===== config.mk =====
export PLATFORM = sky130hd
export DESIGN_NAME = team_06_delay_line_ctrl
export DESIGN_NICKNAME = d
export VERILOG_FILES = /design/src/rtl/team_06_delay_line_ctrl.sv
export SDC_FILE = /design/constraint.sdc
export NUM_CORES = 1
export LEC_CHECK = 0
export ABC_AREA = 1
export ABC_CLOCK_PERIOD_IN_PS = 3500
export CAP_MARGIN = 25
export CORE_MARGIN = 2
export CORE_UTILIZATION = 25
export CTS_BUF_LIST = sky130_fd_sc_hd__clkbuf_4 sky130_fd_sc_hd__clkbuf_8
export CTS_CLUSTER_DIAMETER = 60
export DETAILED_ROUTE_END_ITERATION = 10
export MAX_ROUTING_LAYER = met4
export PLACE_DENSITY = 0.41
export SYNTH_ARGS = -nofsm -noshare
export SYNTH_HDL_FRONTEND = slang
export SYNTH_SLANG_ARGS = --single-unit
export TNS_END_PERCENT = 30

===== constraint.sdc =====
create_clock -name clk -period 3.5 [get_ports clk]
set_input_delay 0.7 -clock clk [delete_from_list [all_inputs] [get_ports clk]]
set_output_delay 0.7 -clock clk [all_outputs]
set_load 0.01 [all_outputs]

===== src/rtl/team_06_delay_line_ctrl.sv =====
// Delay-line SRAM sequencer for the echo/reverb datapath.
// Each sample strobe produces one read of the sample `offset` positions
// behind the write pointer (skipped while the buffer is too short), waits
// one cycle for the echo stage's register, then writes the new value back.
module team_06_delay_line_ctrl #(
  parameter int ADDR_W = 13,
  parameter int DATA_W = 8
) (
  input  logic              clk,
  input  logic              rst,
  input  logic              sample_valid,
  input  logic [ADDR_W-1:0] offset,
  input  logic [DATA_W-1:0] save_audio,
  output logic [DATA_W-1:0] past_output,
  output logic              past_valid,
  output logic              mem_req,
  output logic              mem_we,
  output logic [ADDR_W-1:0] mem_addr,
  output logic [DATA_W-1:0] mem_wdata,
  input  logic              mem_ack,
  input  logic [DATA_W-1:0] mem_rdata,
  output logic              busy,
  output logic              overrun
);

  typedef enum logic [2:0] {IDLE, RD, SETTLE, LATCH, WR} state_t;

  state_t            state_q, state_d;
  logic [ADDR_W-1:0] wr_ptr_q;
  logic [ADDR_W-1:0] fill_cnt_q;
  logic [DATA_W-1:0] past_output_q;
  logic              past_valid_q;
  logic              mem_req_q;
  logic              mem_we_q;
  logic [ADDR_W-1:0] mem_addr_q;
  logic [DATA_W-1:0] mem_wdata_q;
  logic              overrun_q;
  logic              skip;
  logic              ack_ok;

  // The read is pointless when the delay is zero or reaches past the
  // oldest sample written since reset; the strobe-cycle offset decides.
  assign skip   = (offset == '0) || (fill_cnt_q < offset);
  // Acks only count while a request is outstanding.
  assign ack_ok = mem_req_q & mem_ack;
  assign busy   = (state_q != IDLE);

  assign past_output = past_output_q;
  assign past_valid  = past_valid_q;
  assign mem_req     = mem_req_q;
  assign mem_we      = mem_we_q;
  assign mem_addr    = mem_addr_q;
  assign mem_wdata   = mem_wdata_q;
  assign overrun     = overrun_q;

  // State register.
  always_ff @(posedge clk or posedge rst) begin
    if (rst) state_q <= IDLE;
    else     state_q <= state_d;
  end

  // Next-state logic.
  always_comb begin
    state_d = state_q;
    case (state_q)
      IDLE:    if (sample_valid) state_d = skip ? SETTLE : RD;
      RD:      if (ack_ok) state_d = SETTLE;
      SETTLE:  state_d = LATCH;
      LATCH:   state_d = WR;
      WR:      if (ack_ok) state_d = IDLE;
      default: state_d = IDLE;
    endcase
  end

  // Registered SRAM port, past sample, pointers and status pulses.
  always_ff @(posedge clk or posedge rst) begin
    if (rst) begin
      wr_ptr_q      <= '0;
      fill_cnt_q    <= '0;
      past_output_q <= '0;
      past_valid_q  <= 1'b0;
      mem_req_q     <= 1'b0;
      mem_we_q      <= 1'b0;
      mem_addr_q    <= '0;
      mem_wdata_q   <= '0;
      overrun_q     <= 1'b0;
    end else begin
      past_valid_q <= 1'b0;
      overrun_q    <= sample_valid && (state_q != IDLE);
      case (state_q)
        IDLE: begin
          if (sample_valid) begin
            if (skip) begin
              past_output_q <= '0;
              past_valid_q  <= 1'b1;
            end else begin
              mem_req_q  <= 1'b1;
              mem_we_q   <= 1'b0;
              mem_addr_q <= wr_ptr_q - offset;
            end
          end
        end
        RD: begin
          if (ack_ok) begin
            mem_req_q     <= 1'b0;
            past_output_q <= mem_rdata;
            past_valid_q  <= 1'b1;
          end
        end
        LATCH: begin
          mem_wdata_q <= save_audio;
          mem_req_q   <= 1'b1;
          mem_we_q    <= 1'b1;
          mem_addr_q  <= wr_ptr_q;
        end
        WR: begin
          if (ack_ok) begin
            mem_req_q <= 1'b0;
            mem_we_q  <= 1'b0;
            wr_ptr_q  <= wr_ptr_q + ADDR_W'(1);
            if (fill_cnt_q != '1) fill_cnt_q <= fill_cnt_q + ADDR_W'(1);
          end
        end
        default: ;
      endcase
    end
  end

endmodule


==> results of run 1 <==
-- final cells by class --
class	instances	area, µm²	share of cell area [%]
multi-input combinational	415	2213	43.03
sequential	62	1551	30.16
timing repair buffer	69	683.2	13.28
tap	216	270.3	5.254
inverter	64	240.2	4.670
clock buffer	11	151.4	2.943
clock inverter	5	33.78	0.6568
-- power groups by stage --
stage               combinational, mW  sequential, mW  clock [mW]
finish                           1.40            1.11       0.604
global route                     1.61            1.15       0.667
CTS                              1.44            1.12       0.637
detailed placement               1.44            1.13           0
global placement                 1.42            1.13           0
floorplan                       0.771            1.17           0
-- worst min-delay path, stage by stage (launching register included) --
cell	delay, ns
dfrtp_1	0.35
nand2_1	0.05
nand2_1	0.04
-- flip-flops by register name, summed over array words and instances, names as in the netlist --
name	count
fill_cnt_q	13
mem_we	1
state_q	3
mem_wdata	8
mem_req	1
past_output	8
overrun	1
wr_ptr_q	13
past_valid	1
mem_addr	13
-- metrics by stage --
step | cell area [µm²] | setup slack, ns
after floorplan | 4053 | 1.259
after global placement | 4959 | 0.5788
after detailed placement | 4959 | 0.5115
after CTS | 5144 | 0.7829
after global routing | 5144 | 0.6205
final | 5144 | 0.8307
-- cell usage in the layout, fill, tap and decap left out, types with 3 or more instances in the layout --
| master | synthesis | layout |
|---|---|---|
| inv_1 | 55 | 54 |
| nor2_4 | 3 | 3 |
| nor2_1 | 38 | 38 |
| buf_4 | 0 | 3 |
| a21oi_1 | 11 | 11 |
| xor2_1 | 15 | 15 |
| nand2_2 | 3 | 3 |
| clkdlybuf4s50_1 | 0 | 66 |
| o21ai_0 | 8 | 8 |
| nand3_1 | 37 | 37 |
| xnor2_1 | 8 | 8 |
| nand2_1 | 218 | 218 |
| nand3b_1 | 5 | 5 |
| ha_1 | 26 | 26 |
| nand4_1 | 16 | 16 |
| inv_2 | 8 | 9 |
| dfrtp_1 | 62 | 62 |
| o21ai_1 | 6 | 6 |
| clkbuf_8 | 0 | 11 |
-- logic make-up (layout without fill, tap and decap cells) --
| group | after synthesis | in the layout | synth area share [%] |
|---|---|---|---|
| AOI/OAI and AO/OA | 31 | 31 | 4.168 |
| adders and majority gates | 27 | 27 | 8.521 |
| and+or+nand+nor | 334 | 334 | 36.96 |
| DFF | 62 | 62 | 38.28 |
| xor gates and xnor gates | 23 | 23 | 4.971 |
| buffers and inverters | 73 | 149 | 7.101 |
-- path summary, 6_finish.rpt --
path                                                    to  slack, ns  depth (start not counted)
worst max register to register    mem_addr[11]$_DFFE_PP0P_       1.34                          8
worst max-delay path                                  busy       0.83                          5
min in group asynchronous         mem_wdata[6]$_DFFE_PP0P_       0.76                          2
max in group asynchronous         mem_wdata[7]$_DFFE_PP0P_       1.98                          3
worst min-delay path            past_output[5]$_DFFE_PP0P_       0.47                          2
worst min register to register  past_output[5]$_DFFE_PP0P_       0.47                          2
-- metal layers --
metal / track usage, % / routed length, µm / part of all wire (%) / vias to the layer above
li1: - / - / - / 1888
met1: 18.33 / 5296 / 46 / 1679
met2: 24.47 / 5532 / 48 / 62
met3: 3.819 / 436 / 3.8 / 12
met4: 4.408 / 170 / 1.5 / 0
met5: - / 0 / 0 / -
==> results.ini, run 1 <==
[sta]
fin_skew_ns=0.01173
slew_violations=0
slew_headroom_pct=53.45
hold_slack_ns=0.4706
rsz0062_at_grt=no
min_period_ns=2.669
setup-tns-final_ns=0
fin_crit_sh_pct=76.27
fmax_mhz=374.6
hold_violations=0
finalSetupViolCount=0
worstMarginPinSlew_ns=0.6972

[cells_and_area]
nets=681
final_util_pct=32.38
syn2layout_area_growth_pct=26.92
n_antenna_cell=0
n_fill_cell=1728
stdcell_count=842
drive_above_1_share_pct=7.348

[cts]
clock_sinks=62
cts_tree=yes
clk_latency_ns=0.37
clk_path_buf_depth=2
clk_pin_slew_ns=0.08
cts-resized-gates=0
htree_levels=3
cts_buffers=9
postCtsHoldBufs=0
post_cts_buffers=0
clockRootBuffer=clkbuf_8

[global_routing]
antenna_found_initial=0
overflow=0
grt_usage_pct=14.98
grt_pass1_wl_mm=19.88
grt_pass1_vias=3811
grt_max_degree=32

[synthesis]
synth_area_leaders=dfrtp_1 38%, nand2_1 20%, ha_1 8.0%, inv_1 5.1%, nand3_1 4.6%
synth_nets=610
syn_inst=550
yosys.cell_count.top_type=nand2_1
ys_top_cells_by_count=218 x nand2_1, 62 x dfrtp_1, 55 x inv_1
synth-async-reset-ratio_pct=100.0
ys_ff_latch=62
syn_area_per_cell_um2=7.368
ys.warnings.count=0
synth_edf_count=0
synth-main-ff-cell=dfrtp_1
synth.distinct_cells=35
synth_top_area_share_pct=38.28
netlist_area_mm2=0.004053
yosysTopAreaCell=dfrtp_1
yosysSeqAreaShare_pct=38.28

[critical_path]
cp.required_ns=2.80
critical-path-top-delay-family=buffers and inverters
cpMostUsedCell=nor2_4
worstSetupEndpointType=output pin
startpoint_type=flip-flop
crit_path_max_fanout=9
path_cells=nor2_4 > inv_2 > nor2_4 > inv_1 > clkdlybuf4s50_1
max_stage_delay_ns=0.50
slowest_stage=dfrtp_1
setup.worst_path.start=state_q[2]$_DFFE_PP0P_
timing.rr.start=state_q[0]$_DFFE_PP0P_
path_class=flip-flop to output pin
path_buf_inv=3
critPathArrivalTime_ns=1.97

[die]
num_io_pins=67
rows=46
coreArea_mm2=0.01589
die_x_um=131.3
start_util_pct=25.51
die_h_um=131.3
dieArea_mm2=0.01724

[detailed_routing]
drc=0
firstDrtPassIters=4
drt_iter0_markers=141
vias=3641
via_per_inst=4.324
wire_per_inst_um=13.58
drt-total-wl_mm=11.43
postRouteAntennaNets=0

[power_and_ir_drop]
combPwrFrac_pct=45.0
total_power_mw=3.120
switchingPower_mw=1.275
power_density_mw_per_mm2=606.5
p_sw_share_pct=40.88
p_seq_share_pct=35.6
power_leakage_nw=2.677
clock_power_share_pct=19.3
intPower_mw=1.844
ir_drop_v=0.0002106

[place]
gp_congestion=0.9029
io_buffers=66
post-place-cells=826
place_hpwl_mm=8.868

[hold_path]
worstHoldStart=past_output[5]$_DFFE_PP0P_
min_path_type=flip-flop to flip-flop

[status]
status=finished clean

[flow_run]
drv_cap=0

(Power assumes the default switching activity.)
==> inputs of run 2 (changes only) <==
--- a/config.mk
+++ b/config.mk
@@ -6,7 +6,7 @@
 export NUM_CORES = 1
 export LEC_CHECK = 0
 export ABC_AREA = 1
-export ABC_CLOCK_PERIOD_IN_PS = 3500
+export ABC_CLOCK_PERIOD_IN_PS = 2450
 export CAP_MARGIN = 25
 export CORE_MARGIN = 2
 export CORE_UTILIZATION = 25
@@ -14,7 +14,7 @@
 export CTS_CLUSTER_DIAMETER = 60
 export DETAILED_ROUTE_END_ITERATION = 10
 export MAX_ROUTING_LAYER = met4
-export PLACE_DENSITY = 0.41
+export PLACE_DENSITY = 0.42
 export SYNTH_ARGS = -nofsm -noshare
 export SYNTH_HDL_FRONTEND = slang
 export SYNTH_SLANG_ARGS = --single-unit
==> constraint.sdc (replaced) <==
create_clock -name clk -period 2.45 [get_ports clk]
set_input_delay 0.49 -clock clk [delete_from_list [all_inputs] [get_ports clk]]
set_output_delay 0.49 -clock clk [all_outputs]
set_load 0.01 [all_outputs]
==> run 2 against run 1 <==
Register-to-register slack got worse by 0.89 ns; worst setup slack worse by 0.65 ns; sequential power rose by 42%; final area grew 5.4%.
==> results.ini, run 2 (same netlist as run 1, synthesis figures left out) <==
[sta]
finalSetupViolCount=0  ; unchanged
fmax_mhz=440.3
min_period_ns=2.271
hold_slack_ns=0.4724  ; +0.001877 ns
worstMarginPinSlew_ns=0.5701  ; -0.1271 ns
slew_violations=0  ; unchanged
fin_ws_ns=0.1791  ; -0.6516 ns
slew_headroom_pct=61.94  ; +8.5 points
rsz0062_at_grt=no
hold_violations=0  ; unchanged
fin_skew_ns=0.01207  ; +0.0003397 ns
fin_crit_sh_pct=92.69

[cells_and_area]
syn2layout_area_growth_pct=33.78
stdcell_area_mm2=0.005421  ; +5.4%
nets=706  ; +3.7%
layout_common_cells=217 x nand2_1, 66 x clkdlybuf4s50_1, 62 x dfrtp_1
ff_latch_area_mm2=0.001551  ; unchanged
drive_above_1_share_pct=11.06  ; +3.7 points
final_util_pct=34.13  ; +1.7 points
n_fill_cell=1734  ; +0.35%
layout_commonest_cell=nand2_1
n_antenna_cell=0  ; unchanged
multi_input_area_mm2=0.002221  ; +0.34%

[cts]
clk_path_buf_depth=2  ; unchanged
cts_tree=yes
clockRootBuffer=clkbuf_8
cts_buffers=9  ; unchanged
clk_latency_ns=0.37  ; about the same
clock_sinks=62  ; unchanged
htree_levels=3  ; unchanged
clk_pin_slew_ns=0.08  ; about the same

[status]
status=finished clean

[place]
io_buffers=66  ; unchanged
dp_slack_ns=-0.1852  ; -0.6966 ns
gp_congestion=0.9145  ; +1.3%
place_hpwl_mm=8.855  ; -0.14%
dpl_cell_area_mm2=0.005176  ; +4.4%

[critical_path]
cp.required_ns=1.96  ; -0.84 ns
rrSetupSlack_ns=0.45  ; -0.89 ns
slowest_stage=dfrtp_1
critPathArrivalTime_ns=1.78  ; -0.19 ns
cpMostUsedCell=nor2_4
path_cells=nor2_4 > inv_2 > nor2_4 > inv_1 > clkdlybuf4s50_1
worstSetupEndpointType=output pin
max_stage_delay_ns=0.50  ; about the same
r2r_cells=14  ; +6
timing.rr.start=wr_ptr_q[0]$_DFFE_PP0P_
crit_path_max_fanout=5  ; -4
path_class=flip-flop to output pin
startpoint_type=flip-flop
rr_endpoint=mem_addr[12]$_DFFE_PP0P_

[hold_path]
min_path_type=flip-flop to flip-flop
worstHoldStart=mem_addr[5]$_DFFE_PP0P_
worstHoldEndpoint=mem_addr[5]$_DFFE_PP0P_
whs_path_depth=2  ; unchanged

[detailed_routing]
drc=0  ; unchanged
vias=3712  ; +2.0%
postRouteAntennaNets=0  ; unchanged
via_per_inst=4.281  ; -0.99%
drt_iter0_markers=117  ; -17%
drt-total-wl_mm=11.17  ; -2.3%
firstDrtPassIters=4  ; unchanged
wire_per_inst_um=12.88  ; -5.1%

[die]
dieArea_mm2=0.01724  ; unchanged
die_h_um=131.3  ; unchanged
die_x_um=131.3  ; unchanged
coreArea_mm2=0.01589  ; unchanged
start_util_pct=25.51  ; unchanged
rows=46  ; unchanged
num_io_pins=67  ; unchanged

[power_and_ir_drop]
power_density_mw_per_mm2=883.1  ; +46%
total_power_mw=4.788  ; +53%
ir_drop_v=0.0003216  ; +53%
power_leakage_nw=2.830  ; +5.7%

[global_routing]
antenna_found_initial=0  ; unchanged
grt_pass1_vias=3830  ; +0.50%
grt_max_degree=26  ; -19%
grt_pass1_wl_mm=19.23  ; -3.3%
grt_usage_pct=14.30  ; -0.68 points
overflow=0  ; unchanged

[flow_run]
drv_cap=0  ; unchanged

==> run 2: changes by cell type in the layout (fill, tap and decap cells not counted), sizes merged <==
cell / delta
buf: +25
bufinv: +2
clkbuf: -1
clkinv: -2
inv: +1
==> run 2: layout make-up <==
class | instances | share of cell area, %
clock buffers | 10 | 2.539
flip-flops and latches | 62 | 28.62
repair buffers | 94 | 16.76
multi-input cells | 415 | 40.96
inverters | 64 | 4.431
well taps | 216 | 4.985
clock inverters | 6 | 1.708
==> run 2: critical path: cells and delay by family (launching register included) <==
kind	cells	cell delay [ns]
flip-flops	1	0.50
buffers and inverters	3	0.59
AND/OR/NAND/NOR	2	0.32
==> run 2: routing by layer <==
metal  track usage, %  vias up  part of all wire, %
li1                 -     1935                    -
met1            17.97     1701                   49
met2            22.57       60                   45
met3            2.816       16                  3.5
met4            5.918        0                  2.2
met5                -        -                    0
==> run 2: worst max path at each step <==
stage,slack (ns),from,endpoint
floorplan,0.42,rst,fill_cnt_q[0]$_DFFE_PP0P_
global placement,-0.16,offset[12],mem_addr[12]$_DFFE_PP0P_
detailed placement,-0.19,offset[12],mem_addr[12]$_DFFE_PP0P_
CTS,0.14,state_q[2]$_DFFE_PP0P_,busy
global route,0.06,offset[12],mem_addr[9]$_DFFE_PP0P_
finish,0.18,state_q[2]$_DFFE_PP0P_,busy
==> run 2: repair_timing <==
item / CTS / global route
pin swaps: 1 / 0
gates resized for setup: 0 / 2
setup buffers: 1 / 0
hold buffers: 0 / 0
endpoints found under the setup margin: 1 / 8
==> run 2: power by group <==
part           leakage, nW  internal [mW]  switching [mW]
logic                 1.93          0.971            1.15
clock network        0.109          0.606           0.481
registers            0.793           1.34           0.245
==> run 2: stage by stage <==
step	cells	TNS (ns)
after global placement	850	-2.954
after detailed placement	850	-3.796
final	867	0
after CTS	867	0
after floorplan	550	0
after global routing	867	0
